## src/rtl/mem_port_arbiter.sv

```systemverilog
// Two-master arbiter for the single data-memory port: round-robin grant per transaction,
// registered memory-side request, and a BUSY watchdog that aborts hung accesses.
module mem_port_arbiter #(
  parameter int AW      = 64,
  parameter int DW      = 64,
  parameter int MW      = 8,
  parameter int TIMEOUT = 15
) (
  input  logic          clk,
  input  logic          rst,
  input  logic [AW-1:0] m0_address,
  input  logic          m0_ren,
  input  logic          m0_wen,
  input  logic [DW-1:0] m0_wdata,
  input  logic [MW-1:0] m0_wmask,
  output logic [DW-1:0] m0_rdata,
  output logic          m0_valid,
  output logic          m0_err,
  input  logic [AW-1:0] m1_address,
  input  logic          m1_ren,
  input  logic          m1_wen,
  input  logic [DW-1:0] m1_wdata,
  input  logic [MW-1:0] m1_wmask,
  output logic [DW-1:0] m1_rdata,
  output logic          m1_valid,
  output logic          m1_err,
  output logic [AW-1:0] address_mem,
  output logic          ren_mem,
  output logic          wen_mem,
  output logic [MW-1:0] wmask_mem,
  output logic [DW-1:0] wdata_mem,
  input  logic [DW-1:0] rdata_mem,
  input  logic          valid_mem
);

  localparam int              WD_W     = (TIMEOUT < 2) ? 1 : $clog2(TIMEOUT + 1);
  localparam logic [WD_W-1:0] WD_LIMIT = (TIMEOUT == 0) ? '0 : WD_W'(TIMEOUT - 1);
  localparam bit              WD_EN    = (TIMEOUT != 0);

  typedef enum logic [1:0] {
    IDLE  = 2'd0,
    BUSY0 = 2'd1,
    BUSY1 = 2'd2
  } state_t;

  state_t          state, state_nxt;
  logic            rr_ptr, rr_ptr_nxt;
  logic [WD_W-1:0] wd_cnt;
  logic            req0, req1;
  logic            grant0, grant1;
  logic            finish;
  logic            wd_hit;

  assign req0   = m0_ren | m0_wen;
  assign req1   = m1_ren | m1_wen;
  assign wd_hit = WD_EN && (wd_cnt == WD_LIMIT);

  always_ff @(posedge clk or posedge rst) begin
    if (rst) begin
      state  <= IDLE;
      rr_ptr <= 1'b0;
    end else begin
      state  <= state_nxt;
      rr_ptr <= rr_ptr_nxt;
    end
  end

  // rr_ptr names the master preferred when both request in the same IDLE cycle.
  always_comb begin
    state_nxt  = state;
    rr_ptr_nxt = rr_ptr;
    grant0     = 1'b0;
    grant1     = 1'b0;
    finish     = 1'b0;
    m0_valid   = 1'b0;
    m1_valid   = 1'b0;
    m0_err     = 1'b0;
    m1_err     = 1'b0;
    case (state)
      IDLE: begin
        if (req0 && (!req1 || !rr_ptr)) begin
          grant0    = 1'b1;
          state_nxt = BUSY0;
        end else if (req1) begin
          grant1    = 1'b1;
          state_nxt = BUSY1;
        end
      end
      BUSY0: begin
        if (valid_mem) begin
          m0_valid = 1'b1;
          finish   = 1'b1;
        end else if (wd_hit) begin
          m0_err = 1'b1;
          finish = 1'b1;
        end
        if (finish) begin
          state_nxt  = IDLE;
          rr_ptr_nxt = 1'b1;
        end
      end
      BUSY1: begin
        if (valid_mem) begin
          m1_valid = 1'b1;
          finish   = 1'b1;
        end else if (wd_hit) begin
          m1_err = 1'b1;
          finish = 1'b1;
        end
        if (finish) begin
          state_nxt  = IDLE;
          rr_ptr_nxt = 1'b0;
        end
      end
      default: state_nxt = IDLE;
    endcase
  end

  assign m0_rdata = m0_valid ? rdata_mem : '0;
  assign m1_rdata = m1_valid ? rdata_mem : '0;

  // Write wins when a master raises both enables.
  always_ff @(posedge clk or posedge rst) begin
    if (rst) begin
      address_mem <= '0;
      ren_mem     <= 1'b0;
      wen_mem     <= 1'b0;
      wmask_mem   <= '0;
      wdata_mem   <= '0;
    end else if (grant0) begin
      address_mem <= m0_address;
      ren_mem     <= m0_ren & ~m0_wen;
      wen_mem     <= m0_wen;
      wmask_mem   <= m0_wmask;
      wdata_mem   <= m0_wdata;
    end else if (grant1) begin
      address_mem <= m1_address;
      ren_mem     <= m1_ren & ~m1_wen;
      wen_mem     <= m1_wen;
      wmask_mem   <= m1_wmask;
      wdata_mem   <= m1_wdata;
    end else if (finish) begin
      ren_mem   <= 1'b0;
      wen_mem   <= 1'b0;
      wmask_mem <= '0;
    end
  end

  always_ff @(posedge clk or posedge rst) begin
    if (rst) begin
      wd_cnt <= '0;
    end else if (grant0 || grant1) begin
      wd_cnt <= '0;
    end else if ((state != IDLE) && (wd_cnt != '1)) begin
      wd_cnt <= wd_cnt + WD_W'(1);
    end
  end

endmodule

```

## config.mk

```make
export PLATFORM = sky130hd
export DESIGN_NAME = mem_port_arbiter
export DESIGN_NICKNAME = d
export VERILOG_FILES = /design/src/rtl/mem_port_arbiter.sv
export SDC_FILE = /design/constraint.sdc
export NUM_CORES = 1
export LEC_CHECK = 0
export ABC_AREA = 1
export BUFFER_PORTS_ARGS = -buffer_cell sky130_fd_sc_hd__buf_2
export CORE_AREA = 8 8 229 231
export DETAILED_ROUTE_END_ITERATION = 10
export DIE_AREA = 0 0 237 239
export PLACE_DENSITY_LB_ADDON = 0.3
export SYNTH_ARGS = -nofsm -noshare
export SYNTH_HDL_FRONTEND = slang
export SYNTH_SLANG_ARGS = --single-unit
```

## constraint.sdc

```tcl
create_clock -name clk -period 5.65 [get_ports clk]
set_input_delay 1.13 -clock clk [delete_from_list [all_inputs] [get_ports clk]]
set_output_delay 1.13 -clock clk [all_outputs]
set_load 0.03 [all_outputs]
```

==> results of run 1 <==
-- logic make-up (layout without fill, tap and decap cells) --
logic type / Yosys count / in the layout / synth area share
fa+ha+maj: 5 / 5 / 0.00706
flops: 145 / 145 / 0.410
compound gates: 8 / 8 / 0.00650
other cells: 0 / 5 / 0
buf+inv: 208 / 747 / 0.0944
simple gates: 984 / 984 / 0.482
-- stage by stage --
stage | util | cells | instance area [um2] | hold slack [ns] | setup slack, ns
after floorplan | - | 1350 | 8860 | 0.467 | 0.625
after global placement | 0.255 | 2479 | 12400 | 0.486 | 1.47
after detailed placement | 0.255 | 2479 | 12400 | 0.488 | 1.43
after CTS | 0.267 | 2511 | 13000 | 0.506 | 1.93
after global routing | 0.267 | 2512 | 13000 | 0.520 | 1.67
final | 0.267 | 2516 | 13000 | 0.500 | 2.04
-- worst register-to-register path: cells and delay by family, from the launching register on --
kind	cells	cell delay [ns]
flip-flops	1	0.40
adder cells (fa/ha/maj)	1	0.17
AND/OR/NAND/NOR	4	1.29
buffers and inverters	3	1.21
-- cells in the mapped netlist (all sizes together) --
library cell / instances / area (um2)
nand2: 550 / 2070
nand4: 150 / 938
dfrtp: 145 / 3630
nand3: 145 / 731
nor2: 136 / 513
inv: 89 / 334
buf: 62 / 288
clkbuf: 57 / 214
a21oi: 6 / 41.3
ha: 5 / 62.6
nand3b: 1 / 7.51
nor3: 1 / 5.00
o211ai: 1 / 7.51
o21ai: 1 / 8.76
or2: 1 / 6.26
-- per-layer routing --
metal / part of all wire / vias to the layer above / GRT usage
met5: 0.00075 / - / 0
met4: 0.024 / 6 / 0.0440
met3: 0.084 / 71 / 0.0492
met2: 0.51 / 519 / 0.283
met1: 0.38 / 5158 / 0.170
li1: - / 5390 / -
-- cells in the final DEF, fill, tap and decap left out, types with 12 or more instances in the layout --
cell / netlist / final
sky130_fd_sc_hd__nand4_1: 150 / 150
sky130_fd_sc_hd__inv_1: 87 / 86
sky130_fd_sc_hd__nand2_1: 547 / 545
sky130_fd_sc_hd__buf_2: 38 / 612
sky130_fd_sc_hd__clkbuf_16: 0 / 17
sky130_fd_sc_hd__nand3_1: 144 / 144
sky130_fd_sc_hd__buf_4: 0 / 12
sky130_fd_sc_hd__nor2_1: 135 / 135
sky130_fd_sc_hd__dfrtp_1: 145 / 145
-- worst min path at each step --
stage	cells after the start	slack (ns)	end
2_1_floorplan	2	0.47	state[1]$_DFFE_PP0P_
3_3_place_gp	2	0.49	address_mem[59]$_DFFE_PP0P_
3_5_place_dp	2	0.49	wdata_mem[49]$_DFFE_PP0P_
4_1_cts	2	0.51	wdata_mem[9]$_DFFE_PP0P_
5_1_grt	2	0.52	address_mem[37]$_DFFE_PP0P_
6_report	2	0.50	address_mem[37]$_DFFE_PP0P_
-- area by class of cell --
type / count / area (um2) / share of cell area
Clock buffer: 20 / 457 / 0.0352
Inverter: 89 / 339 / 0.0261
Tap cell: 622 / 778 / 0.0600
Antenna cell: 5 / 12.5 / 0.000965
Sequential cell: 145 / 3630 / 0.280
Timing Repair Buffer: 626 / 3190 / 0.246
Clock inverter: 12 / 123 / 0.00945
Multi-Input combinational cell: 997 / 4440 / 0.342
-- power by group through the flow --
| stage | sequential [mW] | clock (mW) | combinational, mW |
|---|---|---|---|
| detailed placement | 1.84 | 0 | 4.78 |
| finish | 1.84 | 1.14 | 4.70 |
| CTS | 1.84 | 1.19 | 4.79 |
| global placement | 1.85 | 0 | 4.73 |
| global route | 1.91 | 1.23 | 5.15 |
| floorplan | 2.77 | 0 | 2.30 |
-- registers in the layout, indices dropped and copies added, names as in the netlist --
name / flops
rr_ptr: 1
wen_mem: 1
state: 2
ren_mem: 1
wd_cnt: 4
wmask_mem: 8
wdata_mem: 64
address_mem: 64
==> qor.csv, run 1 <==
stage,metric,value,unit
outcome,run_status,completed,
synthesis,synth_cell_type_count,22,
grt,number_of_global_route_vias_before_repair,11300,
pwr,clock_power_share,0.148,
sta,max_slew_margin,0.252,
die,floorplan.die_area,56600,um2
pwr,power.total,7.68,mW
min_path,min-delay-path-class,flip-flop to flip-flop,
finish,num-nets-final,2224,
sta,fin_setup_tns,0,ns
grt,grt_first_pass_wirelength,68400,um
sta,final-max-slew-violation-count,0,
route,drt-vias-per-instance,4.43,
synthesis,yosys_warnings,0,
route,totalWireLength,46400,um
route,vias,11100,
clock_network,cts_root_buffer,sky130_fd_sc_hd__clkbuf_16,
route,number_of_design_rule_violations_left_after_detail_routing,0,
pwr,power_leakage,8.00,nW
sta,post-route-min-period,3.61,ns
route,drt-initial-drc-count,713,
die,fp.dieW,237,um
grt,grt_overflow,0,
die,floorplan.core_area,48500,um2
critical_path,timing.rr.start,state[1]$_DFFE_PP0P_,
critical_path,crit-reg2reg-capture,wdata_mem[9]$_DFFE_PP0P_,
placement,dp_hpwl,35900,um
clock_network,clk_transition_reported_paths,0.07,ns
critical_path,end_kind,flip-flop,
sta,worst_pin_slew,1.12,ns
clock_network,clk_latency,0.46,ns
critical_path,crit_required,6.03,ns
placement,port_buffers,612,
finish,post_route_cells_drive_above_1_share,0.355,
pwr,power.combinational.fraction,0.612,
sta,rsz_0062_raised_after_global_routing,false,
critical_path,timing.critical_path.cells,"buf_2, inv_1, nand2_4, nand3_4, nand2_4, buf_4, nand2_1, nand2_1",
route,wire_per_inst,18.5,um
critical_path,timing_worst_setup_path_type,input port to flip-flop,
grt,antenna_violations_before_repair,20,
critical_path,crit_slowest_cell,sky130_fd_sc_hd__nand2_4,
clock_network,cts_max_path_buffers,2,
pwr,ir_worst_vdd,0.223,mV
sta,fin_crit_sh,0.639,
critical_path,critPathCapture,wdata_mem[9]$_DFFE_PP0P_,
placement,globalplace.congestion,0.938,
die,start_util,0.182,
clock_network,cts_resized,0,
clock_network,htree_levels,4,
pwr,power.internal,3.41,mW
pwr,sw_frac_of_total,0.556,
synthesis,synth-seq-cells,145,
clock_network,post-cts-setup-buffer-count,0,
route,drt_pass1_iterations,5,
critical_path,worst-r2r-cell-count,8,
grt,largest_net_degree_at_the_start_of_global_routing,216,
critical_path,family_of_cells_with_the_greatest_summed_delay_on_the_critical_path,simple AND/OR/NAND/NOR gates,
clock_network,cts.hold.buffers_added,0,
critical_path,critical_path.max_fanout,78,
sta,highest_attainable_clock_frequency,277,MHz
critical_path,reg2reg_slack,2.50,ns
synthesis,syn-cell-area,8860,um2
sta,skew,0.0165,ns
finish,layout.filler_cells,5486,
critical_path,cp_num_buf_inv,3,
critical_path,instance_count_on_the_critical_path,8,
die,io_pins,613,
die,floorplan.die.height,239,um
pwr,power.share.sequential,0.239,
critical_path,startpoint,m0_ren,
clock_network,cts.sinks,145,
sta,hold_viol_final,0,
synthesis,post_synth_inst_count,1350,
clock_network,cts_made_buffers,17,
flow_run,drv_cap,0,
synthesis,synth_sequential_area_ratio,0.410,
pwr,net_switching_power,4.27,mW
critical_path,arrival_worst_endpoint,3.99,ns
synthesis,synthesis.area_per_instance,6.56,um2
finish,area_overhead_of_the_layout_relative_to_synthesis,46.4,%
pwr,cellPowerDensity,592,nW/um2
grt,grt_util_overall,0.155,
critical_path,timing.critical_path.slowest_cell_delay,0.82,ns
clock_network,cts_tree,built,
sta,setup_viol_count_final,0,
route,drtAntennaViolNets,0,
die,num_rows,81,
synthesis,syn_nets,1698,
critical_path,startpoint_type,input port,
min_path,min-delay-start,address_mem[37]$_DFFE_PP0P_,
Note: power is estimated with default switching activity, not from simulation.
==> inputs of run 2 (changes only) <==
--- a/config.mk
+++ b/config.mk
@@ -5,11 +5,11 @@
 export SDC_FILE = /design/constraint.sdc
 export NUM_CORES = 1
 export LEC_CHECK = 0
-export ABC_AREA = 1
+export ABC_AREA = 0
 export BUFFER_PORTS_ARGS = -buffer_cell sky130_fd_sc_hd__buf_2
-export CORE_AREA = 8 8 229 231
+export CORE_AREA = 8 8 230 232
 export DETAILED_ROUTE_END_ITERATION = 10
-export DIE_AREA = 0 0 237 239
+export DIE_AREA = 0 0 238 240
 export PLACE_DENSITY_LB_ADDON = 0.3
 export SYNTH_ARGS = -nofsm -noshare
 export SYNTH_HDL_FRONTEND = slang
==> constraint.sdc (replaced) <==
create_clock -name clk -period 3.1 [get_ports clk]
set_input_delay 0.62 -clock clk [delete_from_list [all_inputs] [get_ports clk]]
set_output_delay 0.62 -clock clk [all_outputs]
set_load 0.03 [all_outputs]
==> run 2 against run 1 <==
- synthesized cell count decreased by 29%
- area after synthesis decreased by 14%
- critical path depth decreased by 3
- clock skew decreased by 0.0085 ns
- cell count decreased by 12%
- clock-buffer cell count decreased by 2
- power increased by 75%
- first-iteration DRC count decreased by 20%
- via count decreased by 17%
==> qor.csv, run 2 <==
stage,metric,value,unit,change
outcome,run_status,completed,,
finish,mostFrequentLayoutCells,"612 x sky130_fd_sc_hd__buf_2, 260 x sky130_fd_sc_hd__a21oi_1, 145 x sky130_fd_sc_hd__dfrtp_1",,
finish,area_overhead_of_the_layout_relative_to_synthesis,56.8,%,
synthesis,synth_cell_type_count,34,,+55%
die,start_util,0.154,,-0.0283
clock_network,cts_root_buffer,sky130_fd_sc_hd__clkbuf_16,,
placement,globalplace.congestion,0.897,,-4.4%
sta,setup_slack,0.254,ns,-1.79 ns
synthesis,synth_sequential_area_ratio,0.476,,+0.0663
critical_path,crit-reg2reg-capture,wdata_mem[31]$_DFFE_PP0P_,,
clock_network,cts_tree,built,,
clock_network,clk_transition_reported_paths,0.07,ns,about the same
critical_path,startpoint_type,flip-flop,,
route,drtAntennaViolNets,0,,unchanged
sta,skew,0.00802,ns,-0.00845 ns
sta,highest_attainable_clock_frequency,351,MHz,
synthesis,synthesis.area_per_instance,8.00,um2,+22%
critical_path,reg2reg_slack,0.80,ns,-1.70 ns
synthesis,syn-cell-area,7620,um2,-14%
synthesis,syn_nets,1301,,-23%
route,drt-vias-per-instance,4.20,,-5.2%
sta,final-max-slew-violation-count,0,,unchanged
sta,hold_viol_final,0,,unchanged
critical_path,crit_required,2.48,ns,-3.55 ns
route,vias,9247,,-17%
synthesis,synth-async-reset-ratio,1.00,,unchanged
synthesis,post_synth_inst_count,953,,-29%
die,floorplan.die.height,240,um,+0.42%
pwr,power_leakage,6.67,nW,-17%
synthesis,synth.area.top_cells,"sky130_fd_sc_hd__dfrtp_1 48%, sky130_fd_sc_hd__a21oi_1 17%, sky130_fd_sc_hd__and3_1 11%",,
clock_network,post-cts-setup-buffer-count,0,,unchanged
sta,max_slew_margin,0.384,,+0.132
synthesis,synth-seq-cells,145,,unchanged
critical_path,critPathCapture,m1_err,,
placement,dp_hpwl,31100,um,-13%
placement,dp_worst_setup_slack,0.510,ns,-0.923 ns
pwr,cellPowerDensity,1120,nW/um2,+89%
placement,port_buffers,612,,unchanged
sta,worst_pin_slew,0.924,ns,-0.198 ns
clock_network,cts_made_buffers,17,,unchanged
synthesis,yosys_warnings,0,,unchanged
sta,setup_viol_count_final,0,,unchanged
synthesis,commonest_register_cell_after_synthesis,sky130_fd_sc_hd__dfrtp_1,,
critical_path,timing_worst_setup_path_type,flip-flop to primary output,,
die,io_pins,613,,unchanged
finish,num-nets-final,1863,,-16%
pwr,ir_worst_vdd,0.543,mV,+140%
critical_path,timing.rr.start,state[0]$_DFFE_PP0P_,,
synthesis,synth_common_cells,"260 x sky130_fd_sc_hd__a21oi_1, 145 x sky130_fd_sc_hd__dfrtp_1, 142 x sky130_fd_sc_hd__nand2_1",,
sta,rsz_0062_raised_after_global_routing,false,,
finish,commonest_non_fill_non_tap_cell_in_the_layout,sky130_fd_sc_hd__buf_2,,
critical_path,end_kind,primary output,,
min_path,min-delay-path-class,input port to async pin,,
grt,number_of_global_route_vias_before_repair,9221,,-18%
sta,post-route-min-period,2.85,ns,
critical_path,arrival_worst_endpoint,2.23,ns,-1.76 ns
die,floorplan.core_area,49500,um2,+1.9%
route,number_of_design_rule_violations_left_after_detail_routing,0,,unchanged
route,drt_pass1_iterations,5,,unchanged
route,wire_per_inst,18.1,um,-2.2%
synthesis,most_frequent_cell_after_synthesis,sky130_fd_sc_hd__a21oi_1,,
route,drt-initial-drc-count,573,,-20%
clock_network,clk_latency,0.47,ns,about the same
grt,grt_first_pass_wirelength,57800,um,-16%
synthesis,yosysTopAreaCellShare,0.476,,+0.0663
grt,antenna_violations_before_repair,2,,-90%
synthesis,synth.largest_area_cell,sky130_fd_sc_hd__dfrtp_1,,
finish,largestRegisters,"address_mem x64, wdata_mem x64, wmask_mem x8",,
clock_network,cts_max_path_buffers,2,,unchanged
die,floorplan.die_area,57100,um2,+0.84%
clock_network,cts.sinks,145,,unchanged
critical_path,worst-r2r-cell-count,6,,-2
grt,grt_overflow,0,,unchanged
sta,fin_setup_tns,0,ns,unchanged
grt,grt_util_overall,0.131,,-0.0234
die,fp.dieW,238,um,+0.42%
critical_path,critical_path.max_fanout,29,,-63%
die,num_rows,82,,+1.2%
synthesis,number_of_synthesized_flops_with_an_enable_pin,0,,unchanged
route,totalWireLength,39800,um,-14%
finish,post_route_cells_drive_above_1_share,0.441,,+0.0859
grt,largest_net_degree_at_the_start_of_global_routing,85,,-61%
clock_network,cts.hold.buffers_added,0,,unchanged
flow_run,drv_cap,0,,unchanged
clock_network,htree_levels,4,,unchanged
sta,fin_crit_sh,0.918,,
critical_path,startpoint,state[0]$_DFFE_PP0P_,,
==> run 2: where the power goes <==
group          internal (mW)  leakage (nW)  total [mW]  switching, mW
combinational           2.29          4.71        7.85           5.56
clock                   1.21         0.292        2.14          0.931
sequential              2.87          1.66        3.40          0.529
==> run 2: how the worst min path moves through the flow <==
| stage | start | endpoint | slack [ns] | cells after the start |
|---|---|---|---|---|
| 2_1_floorplan | wd_cnt[3]$_DFFE_PP0P_ | wd_cnt[3]$_DFFE_PP0P_ | 0.49 | 1 |
| 3_5_place_dp | wmask_mem[2]$_DFFE_PP0P_ | wmask_mem[2]$_DFFE_PP0P_ | 0.48 | 2 |
| 3_3_place_gp | wmask_mem[4]$_DFFE_PP0P_ | wmask_mem[4]$_DFFE_PP0P_ | 0.47 | 2 |
| 4_1_cts | rst | address_mem[11]$_DFFE_PP0P_ | 0.11 | 2 |
| 6_report | rst | address_mem[11]$_DFFE_PP0P_ | 0.16 | 2 |
| 5_1_grt | rst | address_mem[11]$_DFFE_PP0P_ | 0.15 | 2 |
==> run 2: cells by family after synthesis <==
logic type | Yosys count | synth area share
muxes | 1 | 0.00131
buffers and inverters | 94 | 0.0614
DFF | 145 | 0.476
adders and majority gates | 5 | 0.00821
and+or+nand+nor | 424 | 0.257
AOI/OAI and AO/OA | 282 | 0.194
xor gates and xnor gates | 2 | 0.00230
==> run 2: repair_timing <==
| action | 4_1_cts | 5_1_grt |
|---|---|---|
| endpoints found under the setup margin | 24 | 0 |
| hold endpoints to repair | 0 | 0 |
| resized for setup | 1 | 0 |
==> run 2: stage by stage <==
| step | instances | hold WS (ns) | power (mW) | utilization | cell area, um2 |
|---|---|---|---|---|---|
| 2_1_floorplan | 953 | 0.487 | 8.81 | - | 7630 |
| 3_3_place_gp | 2168 | 0.470 | 11.3 | 0.230 | 11400 |
| 3_5_place_dp | 2168 | 0.477 | 11.4 | 0.230 | 11400 |
| 4_1_cts | 2200 | 0.108 | 13.6 | 0.242 | 11900 |
| 5_1_grt | 2201 | 0.147 | 14.3 | 0.242 | 12000 |
| 6_report | 2202 | 0.158 | 13.4 | 0.242 | 12000 |
==> run 2: final cells by class <==
| class | instances | area (um2) |
|---|---|---|
| clock inverter | 14 | 153 |
| inverter | 5 | 22.5 |
| timing repair buffer | 632 | 3310 |
| tap | 672 | 841 |
| sequential | 145 | 3630 |
| multi-input combinational | 714 | 3550 |
| clock buffer | 18 | 439 |
| antenna | 2 | 5.00 |
| fill | 5556 | 37500 |
==> run 2: per-layer routing <==
layer	routed length, um	GRT usage	vias to the layer above
met5	18	0	-
met1	16500	0.164	4451
met4	660	0.0460	2
met2	19300	0.212	381
li1	-	-	4376
met3	3290	0.0427	37
==> run 2: critical path: stages, from the launching register on <==
cell	delay, ns
sky130_fd_sc_hd__dfrtp_1	0.40
sky130_fd_sc_hd__inv_1	0.09
sky130_fd_sc_hd__ha_2	0.51
sky130_fd_sc_hd__buf_4	0.20
sky130_fd_sc_hd__nor3b_1	0.28
sky130_fd_sc_hd__buf_2	0.26
